[config.mk]
export PLATFORM = sky130hd
export DESIGN_NAME = dmem_arbiter_flat
export DESIGN_NICKNAME = d
export VERILOG_FILES = /design/src/rtl/dmem_arbiter_if.sv /design/src/rtl/dmem_arbiter.sv /design/src/flat_wrapper.sv
export SDC_FILE = /design/constraint.sdc
export NUM_CORES = 1
export LEC_CHECK = 0
export ABC_AREA = 1
export CORE_UTILIZATION = 45
export CTS_CLUSTER_DIAMETER = 150
export CTS_CLUSTER_SIZE = 30
export DETAILED_ROUTE_END_ITERATION = 10
export GPL_TIMING_DRIVEN = 0
export PLACE_DENSITY_LB_ADDON = 0.3
export SYNTH_ARGS = -nofsm -noshare
export SYNTH_HDL_FRONTEND = slang
export SYNTH_SLANG_ARGS = --single-unit
export TNS_END_PERCENT = 1
[constraint.sdc]
create_clock -name clk -period 4.95 [get_ports clk]
set_clock_uncertainty 0.05 [all_clocks]
set_input_delay 0.495 -clock clk [delete_from_list [all_inputs] [get_ports clk]]
set_output_delay 0.495 -clock clk [all_outputs]
set_load 0.01 [all_outputs]
[src/rtl/dmem_arbiter_if.sv]
// Shared data-memory port bundle: two requesters on one side,
// the single data_mem port on the other.
interface dmem_arbiter_if;
  logic        a_req;
  logic        a_we;
  logic [31:0] a_addr;
  logic [31:0] a_wdata;
  logic [3:0]  a_sign_mask;
  logic        a_gnt;
  logic        a_done;
  logic [31:0] a_rdata;

  logic        b_req;
  logic        b_we;
  logic [31:0] b_addr;
  logic [31:0] b_wdata;
  logic [3:0]  b_sign_mask;
  logic        b_gnt;
  logic        b_done;
  logic [31:0] b_rdata;

  logic [31:0] mem_addr;
  logic [31:0] mem_write_data;
  logic        mem_memwrite;
  logic        mem_memread;
  logic [3:0]  mem_sign_mask;
  logic [31:0] mem_read_data;

  modport slave (
    input  a_req, a_we, a_addr, a_wdata, a_sign_mask,
    output a_gnt, a_done, a_rdata,
    input  b_req, b_we, b_addr, b_wdata, b_sign_mask,
    output b_gnt, b_done, b_rdata,
    output mem_addr, mem_write_data, mem_memwrite,
    output mem_memread, mem_sign_mask,
    input  mem_read_data
  );

  modport master (
    output a_req, a_we, a_addr, a_wdata, a_sign_mask,
    input  a_gnt, a_done, a_rdata,
    output b_req, b_we, b_addr, b_wdata, b_sign_mask,
    input  b_gnt, b_done, b_rdata,
    input  mem_addr, mem_write_data, mem_memwrite,
    input  mem_memread, mem_sign_mask,
    output mem_read_data
  );
endinterface

[src/rtl/dmem_arbiter.sv]
// Two-requester sequencer for the data memory port: latches one
// winner's access and holds it stable for ACC_LAT cycles.
module dmem_arbiter #(
  parameter int ACC_LAT   = 2,
  parameter int FIXED_PRI = 0
) (
  input  logic           clk,
  input  logic           reset,
  dmem_arbiter_if.slave  bus
);

  localparam int CW = $clog2(ACC_LAT + 1);
  localparam logic [CW-1:0] CNT_LAST = CW'(ACC_LAT - 1);

  typedef enum logic [1:0] {
    IDLE   = 2'd0,
    ACCESS = 2'd1,
    DONE   = 2'd2
  } state_t;

  state_t        state;
  state_t        state_nx;
  logic [CW-1:0] cnt;
  logic          owner_b;
  logic          last_b;
  logic          we_q;
  logic [31:0]   addr_q;
  logic [31:0]   wdata_q;
  logic [3:0]    mask_q;
  logic [31:0]   rdata_q;
  logic          any_req;
  logic          win_b;

  assign any_req = bus.a_req | bus.b_req;

  // ties go to whoever did not win last, unless A has fixed priority
  always_comb begin
    win_b = 1'b0;
    if (bus.b_req && !bus.a_req)
      win_b = 1'b1;
    else if (bus.b_req && bus.a_req && FIXED_PRI == 0)
      win_b = ~last_b;
  end

  always_ff @(posedge clk or posedge reset) begin
    if (reset) state <= IDLE;
    else       state <= state_nx;
  end

  always_ff @(posedge clk or posedge reset) begin
    if (reset) begin
      cnt     <= '0;
      owner_b <= 1'b0;
      last_b  <= 1'b1;
      we_q    <= 1'b0;
      addr_q  <= '0;
      wdata_q <= '0;
      mask_q  <= '0;
      rdata_q <= '0;
    end else begin
      unique case (state)
        IDLE: begin
          if (any_req) begin
            owner_b <= win_b;
            last_b  <= win_b;
            cnt     <= '0;
            we_q    <= win_b ? bus.b_we : bus.a_we;
            addr_q  <= win_b ? bus.b_addr : bus.a_addr;
            wdata_q <= win_b ? bus.b_wdata : bus.a_wdata;
            mask_q  <= win_b ? bus.b_sign_mask
                             : bus.a_sign_mask;
          end
        end
        ACCESS: begin
          if (cnt == CNT_LAST) begin
            cnt     <= '0;
            rdata_q <= we_q ? 32'h0 : bus.mem_read_data;
          end else begin
            cnt <= cnt + 1'b1;
          end
        end
        default: ;
      endcase
    end
  end

  always_comb begin
    state_nx           = state;
    bus.mem_addr       = '0;
    bus.mem_write_data = '0;
    bus.mem_sign_mask  = '0;
    bus.mem_memwrite   = 1'b0;
    bus.mem_memread    = 1'b0;
    bus.a_done         = 1'b0;
    bus.b_done         = 1'b0;
    bus.a_rdata        = '0;
    bus.b_rdata        = '0;
    unique case (state)
      IDLE: begin
        if (any_req) state_nx = ACCESS;
      end
      ACCESS: begin
        bus.mem_addr       = addr_q;
        bus.mem_write_data = wdata_q;
        bus.mem_sign_mask  = mask_q;
        bus.mem_memwrite   = we_q;
        bus.mem_memread    = ~we_q;
        if (cnt == CNT_LAST) state_nx = DONE;
      end
      DONE: begin
        state_nx = IDLE;
        if (owner_b) begin
          bus.b_done  = 1'b1;
          bus.b_rdata = rdata_q;
        end else begin
          bus.a_done  = 1'b1;
          bus.a_rdata = rdata_q;
        end
      end
      default: state_nx = IDLE;
    endcase
  end

  assign bus.a_gnt = (state != IDLE) & ~owner_b;
  assign bus.b_gnt = (state != IDLE) &  owner_b;

endmodule

[src/flat_wrapper.sv]
// flat-port wrapper written by rule: the top's interface ports become plain ports
module dmem_arbiter_flat 
#(
  parameter int ACC_LAT   = 2,
  parameter int FIXED_PRI = 0
)
  (clk, reset, bus_a_req, bus_a_we, bus_a_addr, bus_a_wdata, bus_a_sign_mask, bus_a_gnt, bus_a_done, bus_a_rdata, bus_b_req, bus_b_we, bus_b_addr, bus_b_wdata, bus_b_sign_mask, bus_b_gnt, bus_b_done, bus_b_rdata, bus_mem_addr, bus_mem_write_data, bus_mem_memwrite, bus_mem_memread, bus_mem_sign_mask, bus_mem_read_data);
  dmem_arbiter_if bus_i ();
  input  logic clk;
  input  logic reset;
  input wire logic [$bits(bus_i.a_req)-1:0] bus_a_req;
  input wire logic [$bits(bus_i.a_we)-1:0] bus_a_we;
  input wire logic [$bits(bus_i.a_addr)-1:0] bus_a_addr;
  input wire logic [$bits(bus_i.a_wdata)-1:0] bus_a_wdata;
  input wire logic [$bits(bus_i.a_sign_mask)-1:0] bus_a_sign_mask;
  output wire logic [$bits(bus_i.a_gnt)-1:0] bus_a_gnt;
  output wire logic [$bits(bus_i.a_done)-1:0] bus_a_done;
  output wire logic [$bits(bus_i.a_rdata)-1:0] bus_a_rdata;
  input wire logic [$bits(bus_i.b_req)-1:0] bus_b_req;
  input wire logic [$bits(bus_i.b_we)-1:0] bus_b_we;
  input wire logic [$bits(bus_i.b_addr)-1:0] bus_b_addr;
  input wire logic [$bits(bus_i.b_wdata)-1:0] bus_b_wdata;
  input wire logic [$bits(bus_i.b_sign_mask)-1:0] bus_b_sign_mask;
  output wire logic [$bits(bus_i.b_gnt)-1:0] bus_b_gnt;
  output wire logic [$bits(bus_i.b_done)-1:0] bus_b_done;
  output wire logic [$bits(bus_i.b_rdata)-1:0] bus_b_rdata;
  output wire logic [$bits(bus_i.mem_addr)-1:0] bus_mem_addr;
  output wire logic [$bits(bus_i.mem_write_data)-1:0] bus_mem_write_data;
  output wire logic [$bits(bus_i.mem_memwrite)-1:0] bus_mem_memwrite;
  output wire logic [$bits(bus_i.mem_memread)-1:0] bus_mem_memread;
  output wire logic [$bits(bus_i.mem_sign_mask)-1:0] bus_mem_sign_mask;
  input wire logic [$bits(bus_i.mem_read_data)-1:0] bus_mem_read_data;
  assign bus_i.a_req = bus_a_req;
  assign bus_i.a_we = bus_a_we;
  assign bus_i.a_addr = bus_a_addr;
  assign bus_i.a_wdata = bus_a_wdata;
  assign bus_i.a_sign_mask = bus_a_sign_mask;
  assign bus_a_gnt = bus_i.a_gnt;
  assign bus_a_done = bus_i.a_done;
  assign bus_a_rdata = bus_i.a_rdata;
  assign bus_i.b_req = bus_b_req;
  assign bus_i.b_we = bus_b_we;
  assign bus_i.b_addr = bus_b_addr;
  assign bus_i.b_wdata = bus_b_wdata;
  assign bus_i.b_sign_mask = bus_b_sign_mask;
  assign bus_b_gnt = bus_i.b_gnt;
  assign bus_b_done = bus_i.b_done;
  assign bus_b_rdata = bus_i.b_rdata;
  assign bus_mem_addr = bus_i.mem_addr;
  assign bus_mem_write_data = bus_i.mem_write_data;
  assign bus_mem_memwrite = bus_i.mem_memwrite;
  assign bus_mem_memread = bus_i.mem_memread;
  assign bus_mem_sign_mask = bus_i.mem_sign_mask;
  assign bus_i.mem_read_data = bus_mem_read_data;
  dmem_arbiter #(.ACC_LAT(ACC_LAT), .FIXED_PRI(FIXED_PRI)) u_core (.clk(clk), .reset(reset), .bus(bus_i));
endmodule
==> qor.txt, run 1 <==
status - finished, final reports clean
Synth area leaders - dfrtp_1 41%, nand2_1 17%, inv_1 15%, nand3_1 14%, nor2_1 8.1%
H-tree depth - 3
VDD IR max - 0.000269 V
CTS tree - built
antenna violations before repair - 0
# port buffers - 310
Power, Total - 5.07 mW
Slew @ Worst Pin - 0.623 ns
Design Area, Final - 10,100 um^2
All-Layer GR Usage - 27.6%
core area - 13,900 um^2
dpl cells - 1,507
number of vias per cell - 4.68
commonest non-fill, non-tap cells in the layout - 310 x clkdlybuf4s50_1, 283 x nand2_1, 248 x inv_1, 173 x nand3_1, 138 x nor2_1
Final Cycle Share - 55.0%
Worst-path clk slew - 0.08 ns
Initial Utilization - 46.1%
deepest clock path buffer count - 2
post-CTS setup buffers - 0
total I/O pin count - 312
R2R cell count - 6
Area Growth Syn to Fin - 57.7%
Mapped Cells - 1,016
fmax - 0.368 GHz
unrepaired setup endpoints after global routing - false
cts-stage hold buffer count - 0
CP cell instances - nor2_1 > nand2_1 > clkbuf_1 > nor2_1 > clkdlybuf4s50_1
Die X - 121 um
max cap viols - 0
largest net degree at the start of global routing - 61
Yosys warning total - 0
Detailed Routing Iterations Pass 1 - 5
most common cell after layout, fill and taps aside - clkdlybuf4s50_1
Die Ht - 121 um
clk_lat worst skew - 0.34 ns
GP Congestion - 0.836
CP max FO - 10
Hold Path Depth - 2
Final Hold Vio Count - 0
ant diodes - 0
Post-Syn Nets - 1,190
# fillers - 1,164
Mean Syn Cell Area - 6.30 um^2
Synth top area share - 41.5%
number of distinct library cells after synthesis - 15
Rel. slew slack - 58.5%
layout cell share with drive strength beyond 1 - 4.77%
crit start category - register
Post-DRT Antenna Nets - 0
vias in the first global route - 6,602
vias post-DR - 7,133
arrival time at the worst endpoint - 2.18 ns
Req. time, crit path - 4.41 ns
DRC errors left - 0
worst min-delay path class - register to register
gr ovfl total - 0
leakage - 5.43 nW
share of the yosys chip area belonging to registers - 41.9%
Rows - 43
Crit Path Category - register to primary output
# setup viols final - 0
number of CTS-inserted buffers - 9
Post-CTS Resized - 0
die area - 14,700 um^2
crit path time final - 2.72 ns
cell taking the most area after synthesis - dfrtp_1
Final Instance Count excl. Fillers - 1,523
Storage cell area - 2680 um^2
Placement Cell Area - 9760 um^2
Routed WL - 20.0 mm
CP dominant cell by count - nor2_1
Yosys reg bits - 107
final net count - 1,512
DR WL/cell - 13.2 um
CTS root buf - clkbuf_16
Critical-path top delay cell - clkdlybuf4s50_1
clock sinks - 107
drt first-iter violations - 358
first-pass GRT wire length - 31.8 mm
pwr/cell area - 503 nW/um^2
Hold Slack - 0.422 ns
post-synthesis instance area - 6400 um^2
Worst Setup End Kind - primary output
multi-input logic area - 2510 um^2
crit-path max cell delay - 0.56 ns
max-slew violation count - 0
Final HPWL DP - 15.5 mm
-- report_power, final --
part           total, mW  leakage, nW  switching (mW)  internal [mW]
Clock              0.809        0.158           0.354          0.455
Sequential          1.51         1.32           0.221           1.29
Combinational       2.75         3.94            1.55           1.20
Total               5.07         5.43            2.13           2.94
-- worst paths after layout --
path                                                  start                       endpoint  slack (ns)
worst max-delay path            u_core.state[0]$_DFFE_PP0P_                bus_b_rdata[29]        2.23
worst min-delay path              u_core.last_b$_DFFE_PP1P_      u_core.last_b$_DFFE_PP1P_        0.42
worst max register to register    u_core.last_b$_DFFE_PP1P_     u_core.owner_b$_DFFE_PP0P_        3.21
min in group asynchronous                             reset  u_core.addr_q[22]$_DFFE_PP0P_        0.53
max in group asynchronous                             reset      u_core.last_b$_DFFE_PP1P_        3.56
worst min register to register    u_core.last_b$_DFFE_PP1P_      u_core.last_b$_DFFE_PP1P_        0.42
-- state kept, by name, indices dropped and copies added (netlist names) --
| register | flops |
|---|---|
| u_core.wdata_q | 32 |
| u_core.addr_q | 32 |
| u_core.mask_q | 4 |
| u_core.rdata_q | 32 |
| u_core.cnt | 2 |
| u_core.we_q | 1 |
| u_core.last_b | 1 |
| u_core.state | 2 |
| u_core.owner_b | 1 |
-- synth_stat cells --
cell,count
inv_1,249
nor2_4,2
o21ai_4,1
nor2_1,138
dfrtp_1,106
nand3_1,173
nor2_2,1
buf_4,2
nand2_1,283
clkbuf_1,19
buf_2,38
dfstp_2,1
nand2_2,1
o21ai_1,1
o21ai_0,1
-- stage by stage --
step | util, % | worst slack [ns] | TNS (ns)
5_1_grt | 72.7 | 2.15 | 0
3_5_place_dp | 70.3 | 2.58 | 0
2_1_floorplan | - | 1.59 | 0
6_report | 72.7 | 2.23 | 0
4_1_cts | 72.7 | 2.20 | 0
3_3_place_gp | 70.1 | -0.0926 | -9.02
-- critical path, delay by kind of cell, from the launching register on --
family,cells,cell delay (ns)
flops,1,0.42
buf+inv,2,0.84
simple gates,3,0.58
-- kinds of logic (layout without fill, tap and decap cells) --
family          count (synthesis)  in the layout  share of synthesized area [%]
simple gates                  598            598                           38.8
flops                         107            107                           41.9
compound gates                  3              3                          0.411
buf+inv                       308            635                           18.9
-- layout make-up --
type / instances / area share, %
buffer: 59 / 2.74
clock buffer: 9 / 2.23
clock inverter: 7 / 1.08
inverter: 249 / 9.29
multi-input combinational: 601 / 24.9
sequential: 107 / 26.6
tap: 180 / 2.23
timing repair buffer: 311 / 31.0
-- layer usage --
| layer | up-vias | global-route usage (%) | wire, um |
|---|---|---|---|
| met3 | 48 | 5.87 | 1420 |
| met5 | - | 0 | 0 |
| li1 | 3586 | - | - |
| met2 | 274 | 48.5 | 9970 |
| met1 | 3225 | 32.6 | 7980 |
| met4 | 0 | 11.1 | 669 |
No activity file was read; power rests on OpenSTA's default activity.
==> run 2: changes to the inputs <==
--- a/config.mk
+++ b/config.mk
@@ -6,7 +6,7 @@
 export NUM_CORES = 1
 export LEC_CHECK = 0
 export ABC_AREA = 1
-export CORE_UTILIZATION = 45
+export CORE_UTILIZATION = 37
 export CTS_CLUSTER_DIAMETER = 150
 export CTS_CLUSTER_SIZE = 30
 export DETAILED_ROUTE_END_ITERATION = 10
==> constraint.sdc (replaced) <==
create_clock -name clk -period 2.4 [get_ports clk]
set_clock_uncertainty 0.05 [all_clocks]
set_input_delay 0.24 -clock clk [delete_from_list [all_inputs] [get_ports clk]]
set_output_delay 0.24 -clock clk [all_outputs]
set_load 0.01 [all_outputs]
==> qor.txt, run 2 (same netlist as run 1, synthesis figures left out) <==
status - finished, final reports clean
met2 GRT Util - 41.1% (-7.4 points)
fmax - 0.429 GHz
biggest regs - u_core.addr_q (32), u_core.rdata_q (32), u_core.wdata_q (32)
crit path time final - 2.33 ns
crit start category - register
Initial Utilization - 38.2% (-7.9 points)
# setup viols final - 0 (unchanged)
ant diodes - 0 (unchanged)
antenna violations before repair - 0 (unchanged)
worst min-delay path class - primary input to asynchronous set/reset pin
clk_lat worst skew - 0.34 ns (about the same)
VDD IR max - 0.000512 V (+91%)
grt met3 use - 4.60% (-1.3 points)
vias post-DR - 7,079 (-0.76%)
Reg power frac - 30.1% (+0.3 points)
Power, Total - 10.3 mW (+100%)
All-Layer GR Usage - 23.5% (-4.1 points)
number of vias per cell - 4.53 (-3.4%)
CTS root buf - clkbuf_16
R2R Setup Slk - 0.65 ns (-2.56 ns)
# port buffers - 310 (unchanged)
vias in the first global route - 6,661 (+0.89%)
max cap viols - 0 (unchanged)
H-tree depth - 3 (unchanged)
arrival time at the worst endpoint - 2.04 ns (-0.14 ns)
Area Growth Syn to Fin - 59.5%
deepest clock path buffer count - 2 (unchanged)
clock sinks - 107 (unchanged)
CTS tree - built
gr ovfl total - 0 (unchanged)
die area - 17,800 um^2 (+21%)
Sw Ratio - 41.8% (-0.20 points)
Routed WL - 20.4 mm (+1.8%)
first-pass GRT wire length - 32.9 mm (+3.6%)
final worst slack - 0.0698 ns (-2.16 ns)
GP Congestion - 0.818 (-2.1%)
M1 GR Usage - 28.2% (-4.4 points)
Post-DRT Antenna Nets - 0 (unchanged)
commonest non-fill, non-tap cells in the layout - 292 x clkdlybuf4s50_1, 281 x nand2_1, 248 x inv_1, 173 x nand3_1, 137 x nor2_1
CP max FO - 10 (unchanged)
Rows - 47 (+9.3%)
Final HPWL DP - 16.0 mm (+3.1%)
Crit Path Category - register to primary output
leakage - 5.71 nW (+5.3%)
sw power - 4.32 mW (+100%)
layout cell share with drive strength beyond 1 - 5.36% (+0.59 points)
Worst Setup End Kind - primary output
total I/O pin count - 312 (unchanged)
largest net degree at the start of global routing - 41 (-33%)
DR WL/cell - 13.0 um (-0.87%)
final net count - 1,513 (+0.066%)
Die X - 133 um (+10%)
Final Cycle Share - 97.1%
Req. time, crit path - 2.11 ns (-2.30 ns)
Clock Power Share - 15.3% (-0.7 points)
Rel. slew slack - 47.3% (-11 points)
Final Hold Vio Count - 0 (unchanged)
drt first-iter violations - 342 (-4.5%)
DRC errors left - 0 (unchanged)
Die Ht - 133 um (+10%)
internal power - 6.02 mW (+100%)
Detailed Routing Iterations Pass 1 - 5 (unchanged)
Hold Slack - 0.328 ns (-0.0935 ns)
unrepaired setup endpoints after global routing - true
Slew @ Worst Pin - 0.788 ns (+0.165 ns)
Setup WS pre-CTS - 0.278 ns (-2.30 ns)
GR peak layer - met2
max-slew violation count - 0 (unchanged)
Worst-path clk slew - 0.07 ns (about the same)
combinational group share of total power - 54.6% (+0.4 points)
number of CTS-inserted buffers - 9 (unchanged)
most common cell after layout, fill and taps aside - clkdlybuf4s50_1
core area - 16,800 um^2 (+21%)
pwr/cell area - 1010 nW/um^2 (+100%)
post-CTS setup buffers - 0 (unchanged)
-- run 2: cell types whose count changed in the layout (fill, tap and decap cells not counted), sizes merged --
cell	delta
buf	+2
clkbuf	+3
dlymetal6s2s	+18
clkdlybuf4s50	-18
clkinvlp	+1
bufinv	-1
inv	-4
-- run 2: cell type report --
type                            count  area (um^2)
Buffer                             59          290
Fill cell                        1622         6560
Timing Repair Buffer              312         3190
Clock buffer                       13          270
Multi-Input combinational cell    601         2510
Clock inverter                      3         45.0
Inverter                          249          938
Sequential cell                   107         2680
Tap cell                          220          275
-- run 2: what timing repair did --
item / in CTS / in global routing
hold buffers: 0 / 0
setup endpoints to repair: 43 / 67
gates resized for setup: 6 / 29
-- run 2: power groups by stage --
stage | logic, mW | registers, mW | clock network, mW
final | 5.65 | 3.11 | 1.58
after global placement | 5.61 | 3.10 | 0
after global routing | 6.35 | 3.22 | 1.67
after floorplan | 3.20 | 3.02 | 0
after detailed placement | 5.71 | 3.13 | 0
after CTS | 5.74 | 3.11 | 1.62
-- run 2: worst paths after layout --
kind / from / end / cells after the start
min in group clk: bus_b_req / u_core.cnt[1]$_DFFE_PP0P_ / 4
max reg2reg: u_core.last_b$_DFFE_PP1P_ / u_core.owner_b$_DFFE_PP0P_ / 6
min: reset / u_core.addr_q[21]$_DFFE_PP0P_ / 2
max: u_core.state[1]$_DFFE_PP0P_ / bus_mem_memread / 6
min reg2reg: u_core.last_b$_DFFE_PP1P_ / u_core.last_b$_DFFE_PP1P_ / 2
max in group asynchronous: reset / u_core.last_b$_DFFE_PP1P_ / 3
-- run 2: critical path, cell delays in order, from the launching register on --
cell             delay [ns]
dfrtp_1                0.37
inv_1                  0.11
nand2_1                0.08
clkbuf_4               0.21
nor2_4                 0.17
buf_4                  0.20
clkdlybuf4s50_1        0.55
-- run 2: layer usage --
metal  share of wire [%]  vias up
li1                    -     3583
met3                 5.4       41
met2                  50      230
met1                  41     3225
met4                 2.9        0
met5                   0        -
-- run 2: per-stage QoR --
stage	cells	util, %	instance area [um^2]	setup TNS (ns)
finish	1564	60.9	10200	0
global route	1564	60.9	10200	-0.782
CTS	1564	60.5	10100	0
detailed placement	1548	58.6	9820	0
global placement	1546	58.4	9780	-35.02
floorplan	1016	-	6400	0
